[config.mk]
export PLATFORM = sky130hd
export DESIGN_NAME = baud_gen_frac
export DESIGN_NICKNAME = d
export VERILOG_FILES = /design/src/rtl/baud_gen_frac.sv
export SDC_FILE = /design/constraint.sdc
export NUM_CORES = 1
export LEC_CHECK = 0
export ABC_AREA = 1
export CORE_ASPECT_RATIO = 1.4
export CORE_MARGIN = 1
export CORE_UTILIZATION = 30
export DETAILED_ROUTE_END_ITERATION = 10
export GPL_TIMING_DRIVEN = 0
export SETUP_SLACK_MARGIN = 0.3
export SLEW_MARGIN = 0
export SYNTH_ARGS = -nofsm -noshare
export SYNTH_HDL_FRONTEND = slang
export SYNTH_SLANG_ARGS = --single-unit
[constraint.sdc]
create_clock -name clk -period 5.6 [get_ports clk]
set_input_delay 1.68 -clock clk [delete_from_list [all_inputs] [get_ports clk]]
set_output_delay 1.68 -clock clk [all_outputs]
set_load 0.005 [all_outputs]
[src/rtl/baud_gen_frac.sv]
// baud_gen_frac: fractional baud-rate generator producing oversample, mid-bit
// and bit ticks from one system clock.
// Build option: define BAUD_GEN_FRAC_EN to include the fractional accumulator.
// Without it, div_frac is ignored and the block is a pure integer divider.
module baud_gen_frac #(
  parameter int DIV_W  = 16,
  parameter int FRAC_W = 4,
  parameter int OSR    = 16
) (
  input  logic              clk,
  input  logic              rst,
  input  logic              en,
  input  logic              load,
  input  logic [DIV_W-1:0]  div_int,
  input  logic [FRAC_W-1:0] div_frac,
  input  logic              resync,
  output logic              os_tick,
  output logic              mid_tick,
  output logic              bit_tick
);

  localparam int OS_W = (OSR > 1) ? $clog2(OSR) : 1;
  localparam logic [DIV_W:0] CNT_ONE = (DIV_W+1)'(1);
  localparam logic [OS_W-1:0] OS_MID  = OS_W'(OSR/2 - 1);
  localparam logic [OS_W-1:0] OS_LAST = OS_W'(OSR - 1);
  localparam logic [OS_W-1:0] OS_ONE  = OS_W'(1);

  logic [DIV_W-1:0] div_int_q;
  logic [DIV_W:0]   eff;          // active integer divisor, 0 promoted to 1
  logic [DIV_W:0]   eff_in;       // same promotion applied to the load value
  logic [DIV_W:0]   period;       // length of the interval currently counting
  logic [DIV_W:0]   cyc_cnt;
  logic [DIV_W:0]   next_period;  // length of the interval after this os_tick
  logic [OS_W-1:0]  os_cnt;
  logic             wrap;

  assign eff    = (div_int_q == '0) ? CNT_ONE : {1'b0, div_int_q};
  assign eff_in = (div_int == '0)   ? CNT_ONE : {1'b0, div_int};
  assign wrap   = (cyc_cnt == period - CNT_ONE);

`ifdef BAUD_GEN_FRAC_EN
  logic [FRAC_W-1:0] div_frac_q;
  logic [FRAC_W-1:0] acc;
  logic [FRAC_W:0]   sum;

  // Fractional phase: the carry out of the accumulator stretches the next interval by one cycle
  assign sum         = {1'b0, acc} + {1'b0, div_frac_q};
  assign next_period = eff + (DIV_W+1)'(sum[FRAC_W]);

  // Accumulator and fractional divisor; cleared on every phase reset
  always_ff @(posedge clk) begin
    if (rst) begin
      div_frac_q <= '0;
      acc        <= '0;
    end else if (load) begin
      div_frac_q <= div_frac;
      acc        <= '0;
    end else if (resync) begin
      acc <= '0;
    end else if (en && wrap) begin
      acc <= sum[FRAC_W-1:0];
    end
  end
`else
  logic unused_div_frac;

  // Integer-only build: every interval is exactly eff cycles
  assign next_period     = eff;
  assign unused_div_frac = ^div_frac;
`endif

  // Cycle and oversample counters with registered tick outputs
  always_ff @(posedge clk) begin
    if (rst) begin
      div_int_q <= DIV_W'(1);
      period    <= CNT_ONE;
      cyc_cnt   <= '0;
      os_cnt    <= '0;
      os_tick   <= 1'b0;
      mid_tick  <= 1'b0;
      bit_tick  <= 1'b0;
    end else if (load) begin
      div_int_q <= div_int;
      period    <= eff_in;
      cyc_cnt   <= '0;
      os_cnt    <= '0;
      os_tick   <= 1'b0;
      mid_tick  <= 1'b0;
      bit_tick  <= 1'b0;
    end else if (resync) begin
      period    <= eff;
      cyc_cnt   <= '0;
      os_cnt    <= '0;
      os_tick   <= 1'b0;
      mid_tick  <= 1'b0;
      bit_tick  <= 1'b0;
    end else if (en) begin
      if (wrap) begin
        cyc_cnt  <= '0;
        period   <= next_period;
        os_tick  <= 1'b1;
        mid_tick <= (os_cnt == OS_MID);
        bit_tick <= (os_cnt == OS_LAST);
        os_cnt   <= (os_cnt == OS_LAST) ? '0 : os_cnt + OS_ONE;
      end else begin
        cyc_cnt  <= cyc_cnt + CNT_ONE;
        os_tick  <= 1'b0;
        mid_tick <= 1'b0;
        bit_tick <= 1'b0;
      end
    end else begin
      os_tick  <= 1'b0;
      mid_tick <= 1'b0;
      bit_tick <= 1'b0;
    end
  end

endmodule

Yosys cells after proc, flatten, opt, wreduce, memory -nomap -nowiden --
Index checks and enable logic that the tools add are counted.
Storage, ports and cells: flip-flop bits (word level) 57, input bits 25, output and inout port bits 3, word-level logic and storage cells 33
Cells by class: add/sub/neg operators 3, equal/unequal tests 3, mux-type cells 9, bitwise operators 2, reduce and logical (&&, ||, !) cells 9
Operator list (count):
- $mux W17 | 5
- $logic_not A16 Y1 | 2
- $mux W16 | 2
- $add A17 B1 Y17 const B | 1
- $eq A17 B17 Y1 | 1
- $sub A17 B1 Y17 const B | 1
- $reduce_bool A3 Y1 | 2
- $reduce_or A5 Y1 | 1
- $add A4 B1 Y4 const B | 1
- $eq A4 B3 Y1 const B | 1
- $eq A4 B4 Y1 const B | 1
- $mux W4 | 1
- $reduce_and A2 Y1 | 2
- $reduce_or A4 Y1 | 1
- $reduce_or A3 Y1 | 1
- $not A1 Y1 | 2
- $mux W1 | 1

Logic depth before layout (Yosys ltp) --
Gate-level depths: netlist (run 1).
depth in word-level cells 6, gate-level depth with buffers 18, depth with buffers taken out 18

Worst setup path before layout (run 1) --
Ideal clock, no wire load.
path type input to register, start in en, end reg cyc_cnt[15], setup time 114 ps, data arrival time 2832 ps, required time 5486 ps, setup slack 2654 ps, stages on the path 9, path buffers 0, cells stage by stage nand4_1 nor2_1 nand3_1 nor4_1 nand2_1 nor2_1 nand2_1 xor2_1 nor2_1
RTL lines:
- start: declaration | RTL line 12 | input logic en,
- end signal: assignment | RTL line 106 | cyc_cnt <= cyc_cnt + CNT_ONE;
- end: declaration | RTL line 32 | logic [DIV_W:0] cyc_cnt;

==> impl_metrics.py, run 1 <==
metrics = {
    "outcome": {
        "status": "finished, final reports clean",
    },
    "timing": {
        "timing.fmax_ghz": 0.285,
        "tns_ns": 0,
        "finalSetupViolCount": 0,
        "finalMaxSlewViolations": 0,
        "rsz0062_at_grt": "false",
        "finClkSkew_ns": 0.00391,
        "min_period_ns": 3.51,
        "hold_violations": 0,
        "slew-limit-headroom": 0.654,
        "timing.hold.ws_ns": 0.494,
        "setup_ws_ns": 2.09,
        "fin_crit_sh": 0.626,
        "worst_pin_slew_ns": 0.515,
    },
    "critical_path": {
        "critPathMaxFanout": 3,
        "worstReg2RegStart": "period[0]",
        "r2r_end": "cyc_cnt[3]",
        "r2r_slack_ns": 3.01,
        "max_stage_delay_ns": 0.52,
        "cp_common_cell": "nor2_1",
        "worstSetupPathType": "in -> reg",
        "r2r.worst_path.cells": 14,
        "crit_buf_inv": 1,
        "startpoint_type": "primary input",
        "cp-end-kind": "register",
        "cp.arrival_ns": 3.70,
        "cp.required_ns": 5.80,
        "crit_family": "simple AND/OR/NAND/NOR gates",
        "critical_path.slowest_cell": "clkdlybuf4s50_1",
        "worstPathCellList": "clkdlybuf4s50_1, nand4_1, nor2_1, nand3_1, nor4_1, nand2_1, nor2_1, nand2_1, xor2_1, nor2_1",
        "crit_cells": 10,
    },
    "detailed_routing": {
        "drt-vias-per-instance": 4.41,
        "wl_per_cell_um": 11.3,
        "vias": 2863,
        "wl_um": 7330,
        "antenna_left": 0,
        "drcViolationCount": 0,
        "dr.pass1.iters": 4,
        "drt_iter0_drc": 134,
    },
    "placement": {
        "portBuffers": 22,
        "hpwl_um": 6030,
        "gp_congestion": 0.849,
        "pre_cts_ws_ns": 1.69,
        "place_area_um2": 3600,
    },
    "min_path": {
        "hp-class": "reg -> reg",
        "hold_end": "div_int_q[3]",
        "hold_start": "div_int_q[3]",
        "whs_path_depth": 2,
    },
    "floorplan": {
        "die_y_um": 124,
        "io-pin-count": 28,
        "core-area_um2": 10400,
        "die_area_um2": 11100,
        "die_x_um": 89.4,
        "row_count": 44,
        "initial_core_util": 0.308,
    },
    "global_routing": {
        "grt_pass1_wl_um": 12300,
        "grt_max_degree": 19,
        "grt_antenna_before_repair": 0,
        "grt_overflow": 0,
        "grt_use_total": 0.144,
        "grt_pass1_vias": 2719,
    },
    "clock_network": {
        "cts-resized-gates": 0,
        "clk_latency_ns": 0.30,
        "postCtsHoldBufs": 0,
        "root_buffer": "clkbuf_16",
        "cts_setup_buffers": 0,
        "clockBufferDepth": 2,
        "h-tree-depth": 2,
        "cts_tree": "yes",
        "cts.sink_count": 56,
        "cts_buffers": 5,
        "clk_pin_slew_ns": 0.07,
    },
    "pwr": {
        "power.density_nw_per_um2": 241,
        "leakage_uw": 0.00165,
        "max-vdd-ir-drop_uv": 167,
        "power_uw": 902,
    },
    "synth": {
        "synthDistinctLibCells": 34,
        "post_synth.cell_area_avg_um2": 6.66,
        "synth.most_common_cell": "nand2_1",
        "ys_seq_area_frac": 0.350,
        "synth_edf_count": 0,
        "synth_warnings": 0,
        "yosys_register_bits": 56,
        "syn_area_um2": 3210,
        "yosys.area.top_type": "dfxtp_1",
        "synth_common_cells": "nand2_1 (127), nor2_1 (79), inv_1 (62), dfxtp_1 (56), nand3_1 (24)",
        "synth.top_cells.by_area": "dfxtp_1 (35%), nand2_1 (15%), nor2_1 (9.3%)",
        "syn_nets": 509,
        "synthFlopType": "dfxtp_1",
        "netlist_instances": 481,
        "synth_top_area_frac": 0.350,
        "async_flop_share": 0,
    },
    "final_layout": {
        "n_antenna_cell": 0,
        "flow.area_growth_from_synthesis_pct": 16.9,
        "layout.nets": 538,
        "final_cell_area_um2": 3750,
        "drive_gt1_frac": 0.0822,
    },
    "flow_run": {
        "drv_cap": 0,
    },
}
-- through the flow --
stage          std cells  utilization
6_report             649        0.360
3_3_place_gp         641        0.346
2_1_floorplan        481            -
5_1_grt              649        0.360
3_5_place_dp         641        0.346
4_1_cts              649        0.360
-- layout make-up --
type                    instances  area [um2]
fillers                      1108        6660
multi-input cells             353        1780
flip-flops and latches         56        1120
inverters                      63         241
repair buffers                 22         220
well taps                     138         173
clock buffers                   5         125
plain buffers                   9        61.3
clock inverters                 3        23.8
-- registers in the layout, indices dropped and copies added, names as in the netlist --
register / count
mid_tick: 1
cyc_cnt: 17
os_tick: 1
bit_tick: 1
os_cnt: 4
period: 16
div_int_q: 16
-- worst register-to-register path, cell delays in order (launching register included) --
cell and delay, ns:
dfxtp_1 0.33, inv_1 0.14, ha_1 0.36, nand2_4 0.12
nor2_4 0.17, nand2_2 0.09, nor2_1 0.09, nand2_1 0.05
nand2_1 0.07, nand2_1 0.06, nor2_2 0.29, nand3_4 0.20
nand2_2 0.24, buf_4 0.22, nor2_1 0.06
-- worst max path at each step --
| stage | from | endpoint |
|---|---|---|
| finish | en | cyc_cnt[15] |
| global route | en | cyc_cnt[15] |
| CTS | en | cyc_cnt[15] |
| detailed placement | en | cyc_cnt[15] |
| global placement | en | cyc_cnt[15] |
| floorplan | en | cyc_cnt[15] |
-- report_power, final --
| part | internal (uW) | total, uW | switching [uW] |
|---|---|---|---|
| logic | 61.7 | 155 | 93.4 |
| registers | 413 | 429 | 15.3 |
| clock network | 167 | 318 | 151 |
| total | 642 | 902 | 260 |
-- cells in the final DEF, fill, tap and decap left out, drive strengths merged, types with 2 or more instances in the layout --
cell type	n
buf	4
clkbuf	10
nand3	27
xnor2	2
nor3	6
ha	3
xor2	15
o21ai	12
dfxtp	56
nor2	98
mux2i	4
and2	2
a21oi	12
o21bai	13
clkinvlp	2
nand2	133
clkdlybuf4s50	22
nand4	9
inv	63
nand3b	4
nor4	9
-- kinds of logic (layout without fill, tap and decap cells) --
| kind of cell | count (synthesis) | count (layout) | share of synthesized area |
|---|---|---|---|
| flops | 56 | 56 | 0.350 |
| xor+xnor | 17 | 17 | 0.0465 |
| buf+inv | 72 | 102 | 0.0945 |
| mux | 4 | 4 | 0.0125 |
| fa+ha+maj | 3 | 3 | 0.0117 |
| simple gates | 291 | 291 | 0.415 |
| compound gates | 38 | 38 | 0.0699 |
-- per-layer routing --
metal | track usage | vias up | wire [um]
met4 | 0.0644 | 0 | 223
met3 | 0.0179 | 10 | 108
met2 | 0.271 | 33 | 4030
met5 | 0 | - | 0
li1 | - | 1567 | -
met1 | 0.153 | 1253 | 2970
(Power assumes the default switching activity.)
==> inputs of run 2 (changes only) <==
- clock period: 5.6 -> 3.3 ns (I/O delays scaled with it)
==> impl_metrics.py, run 2 (synthesis gave the netlist of run 1 again) <==
metrics = {
    "outcome": {
        "status": "finished, final reports clean",
    },
    "detailed_routing": {
        "drcViolationCount": 0,
        "vias": 2866,
        "top_layer": "met4",
        "wl_um": 7330,
        "m1WireLength_um": 2970,
        "drt-vias-per-instance": 4.42,
        "wl_per_cell_um": 11.3,
        "dr.pass1.iters": 4,
        "drt_iter0_drc": 134,
        "route.met2.wl_um": 4030,
        "wl_met3_um": 108,
        "antenna_left": 0,
    },
    "placement": {
        "dpl.cell_count": 641,
        "gp_congestion": 0.849,
        "hpwl_um": 6030,
        "portBuffers": 22,
        "pre_cts_ws_ns": 0.0847,
    },
    "pwr": {
        "p_switching_uw": 441,
        "sw_frac_of_total": 0.288,
        "power.density_nw_per_um2": 408,
        "p_int_uw": 1090,
        "combinationalPowerShare": 0.172,
        "max-vdd-ir-drop_uv": 283,
        "leakage_uw": 0.00165,
        "seqPwrFrac": 0.475,
        "clockPowerShare": 0.353,
    },
    "final_layout": {
        "n_antenna_cell": 0,
        "regMostFlops": "cyc_cnt",
        "final_cell_mix": "nand2_1 (127), nor2_1 (79), inv_1 (62)",
        "flow.area_growth_from_synthesis_pct": 17.1,
        "layout.nets": 538,
        "stdcell_count": 649,
        "drive_gt1_frac": 0.0841,
        "final_util": 0.361,
        "reg_top3": "cyc_cnt (17), div_int_q (16), period (16)",
        "layout_commonest_cell": "nand2_1",
        "largest_reg_flops": 17,
    },
    "clock_network": {
        "root_buffer": "clkbuf_16",
        "clockBufferDepth": 2,
        "clk_pin_slew_ns": 0.07,
        "cts_buffers": 5,
        "cts_tree": "yes",
        "cts.sink_count": 56,
        "clk_latency_ns": 0.30,
        "h-tree-depth": 2,
    },
    "floorplan": {
        "row_count": 44,
        "io-pin-count": 28,
        "die_y_um": 124,
        "die_area_um2": 11100,
        "core-area_um2": 10400,
        "die_x_um": 89.4,
        "initial_core_util": 0.308,
    },
    "critical_path": {
        "critPathMaxFanout": 3,
        "cp.required_ns": 3.50,
        "cp-end-kind": "register",
        "crit_family": "simple AND/OR/NAND/NOR gates",
        "startpoint_type": "primary input",
        "cp_common_cell": "nor2_1",
        "crit_buf_inv": 1,
        "worstSetupPathType": "in -> reg",
        "max_stage_delay_ns": 0.52,
        "worstPathCellList": "clkdlybuf4s50_1, nand4_1, nor2_1, nand3_1, nor4_2, nand2_1, nor2_1, nand2_1, xor2_1, nor2_1",
        "critical_path.slowest_cell": "clkdlybuf4s50_1",
        "cp.arrival_ns": 2.91,
    },
    "timing": {
        "finalSetupViolCount": 0,
        "timing.fmax_ghz": 0.369,
        "rsz0062_at_grt": "false",
        "worst_pin_slew_ns": 0.515,
        "tns_ns": 0,
        "min_period_ns": 2.71,
        "setup_ws_ns": 0.590,
        "hold_violations": 0,
        "finClkSkew_ns": 0.00389,
        "finalMaxSlewViolations": 0,
        "slew-limit-headroom": 0.654,
        "timing.hold.ws_ns": 0.494,
        "fin_crit_sh": 0.821,
    },
    "global_routing": {
        "grt_overflow": 0,
        "grt_pass1_wl_um": 12300,
        "grt_use_total": 0.144,
        "grt_antenna_before_repair": 0,
        "grt_max_degree": 19,
        "grt_pass1_vias": 2719,
    },
    "flow_run": {
        "drv_cap": 0,
    },
    "min_path": {
        "hp-class": "reg -> reg",
    },
}
[run 2: changes by cell type in the layout (fill, tap and decap cells not counted)]
cell    before  now
nor4_1       9    8
nor4_2       0    1
[run 2: routing by layer]
metal / GRT usage / vias to the layer above
met2: 0.271 / 33
met5: 0 / -
li1: - / 1567
met3: 0.0179 / 10
met1: 0.153 / 1256
met4: 0.0644 / 0
[run 2: tightest hold or removal path: cells and delay by family (launching register included)]
family,cells,cell delay [ns]
AO/OA/AOI/OAI,1,0.06
AND/OR/NAND/NOR,1,0.08
flip-flops,1,0.31
[run 2: timing repair]
item | 4_1_cts | 5_1_grt
setup endpoints to repair | 0 | 1
gates resized for setup | 0 | 1
setup buffers | 0 | 0
hold buffers | 0 | 0
[run 2: area by class of cell]
class                   count  area, um2
plain buffers               9       61.3
clock buffers               5        125
clock inverters             3       23.8
fillers                  1106       6650
inverters                  63        241
multi-input cells         353       1790
flip-flops and latches     56       1120
well taps                 138        173
repair buffers             22        220
[run 2: stage by stage]
step | total power [uW] | instance area [um2]
global placement | 1000 | 3600
finish | 1530 | 3750
global route | 1610 | 3750
CTS | 1550 | 3750
floorplan | 931 | 3210
detailed placement | 1010 | 3600
[run 2: final timing paths]
path                 from  slack, ns  cells past startpoint           end
max                    en       0.59                     10   cyc_cnt[15]
min          div_int_q[3]       0.49                      2  div_int_q[3]
max reg2reg     period[0]       0.71                     14    cyc_cnt[3]
min reg2reg  div_int_q[3]       0.49                      2  div_int_q[3]
[run 2: power groups by stage]
| stage | Clock [uW] | Sequential (uW) | Combinational (uW) |
|---|---|---|---|
| after CTS | 555 | 728 | 267 |
| final | 540 | 728 | 263 |
| after global routing | 582 | 731 | 301 |
| after detailed placement | 0 | 744 | 266 |
| after floorplan | 0 | 737 | 194 |
| after global placement | 0 | 742 | 262 |
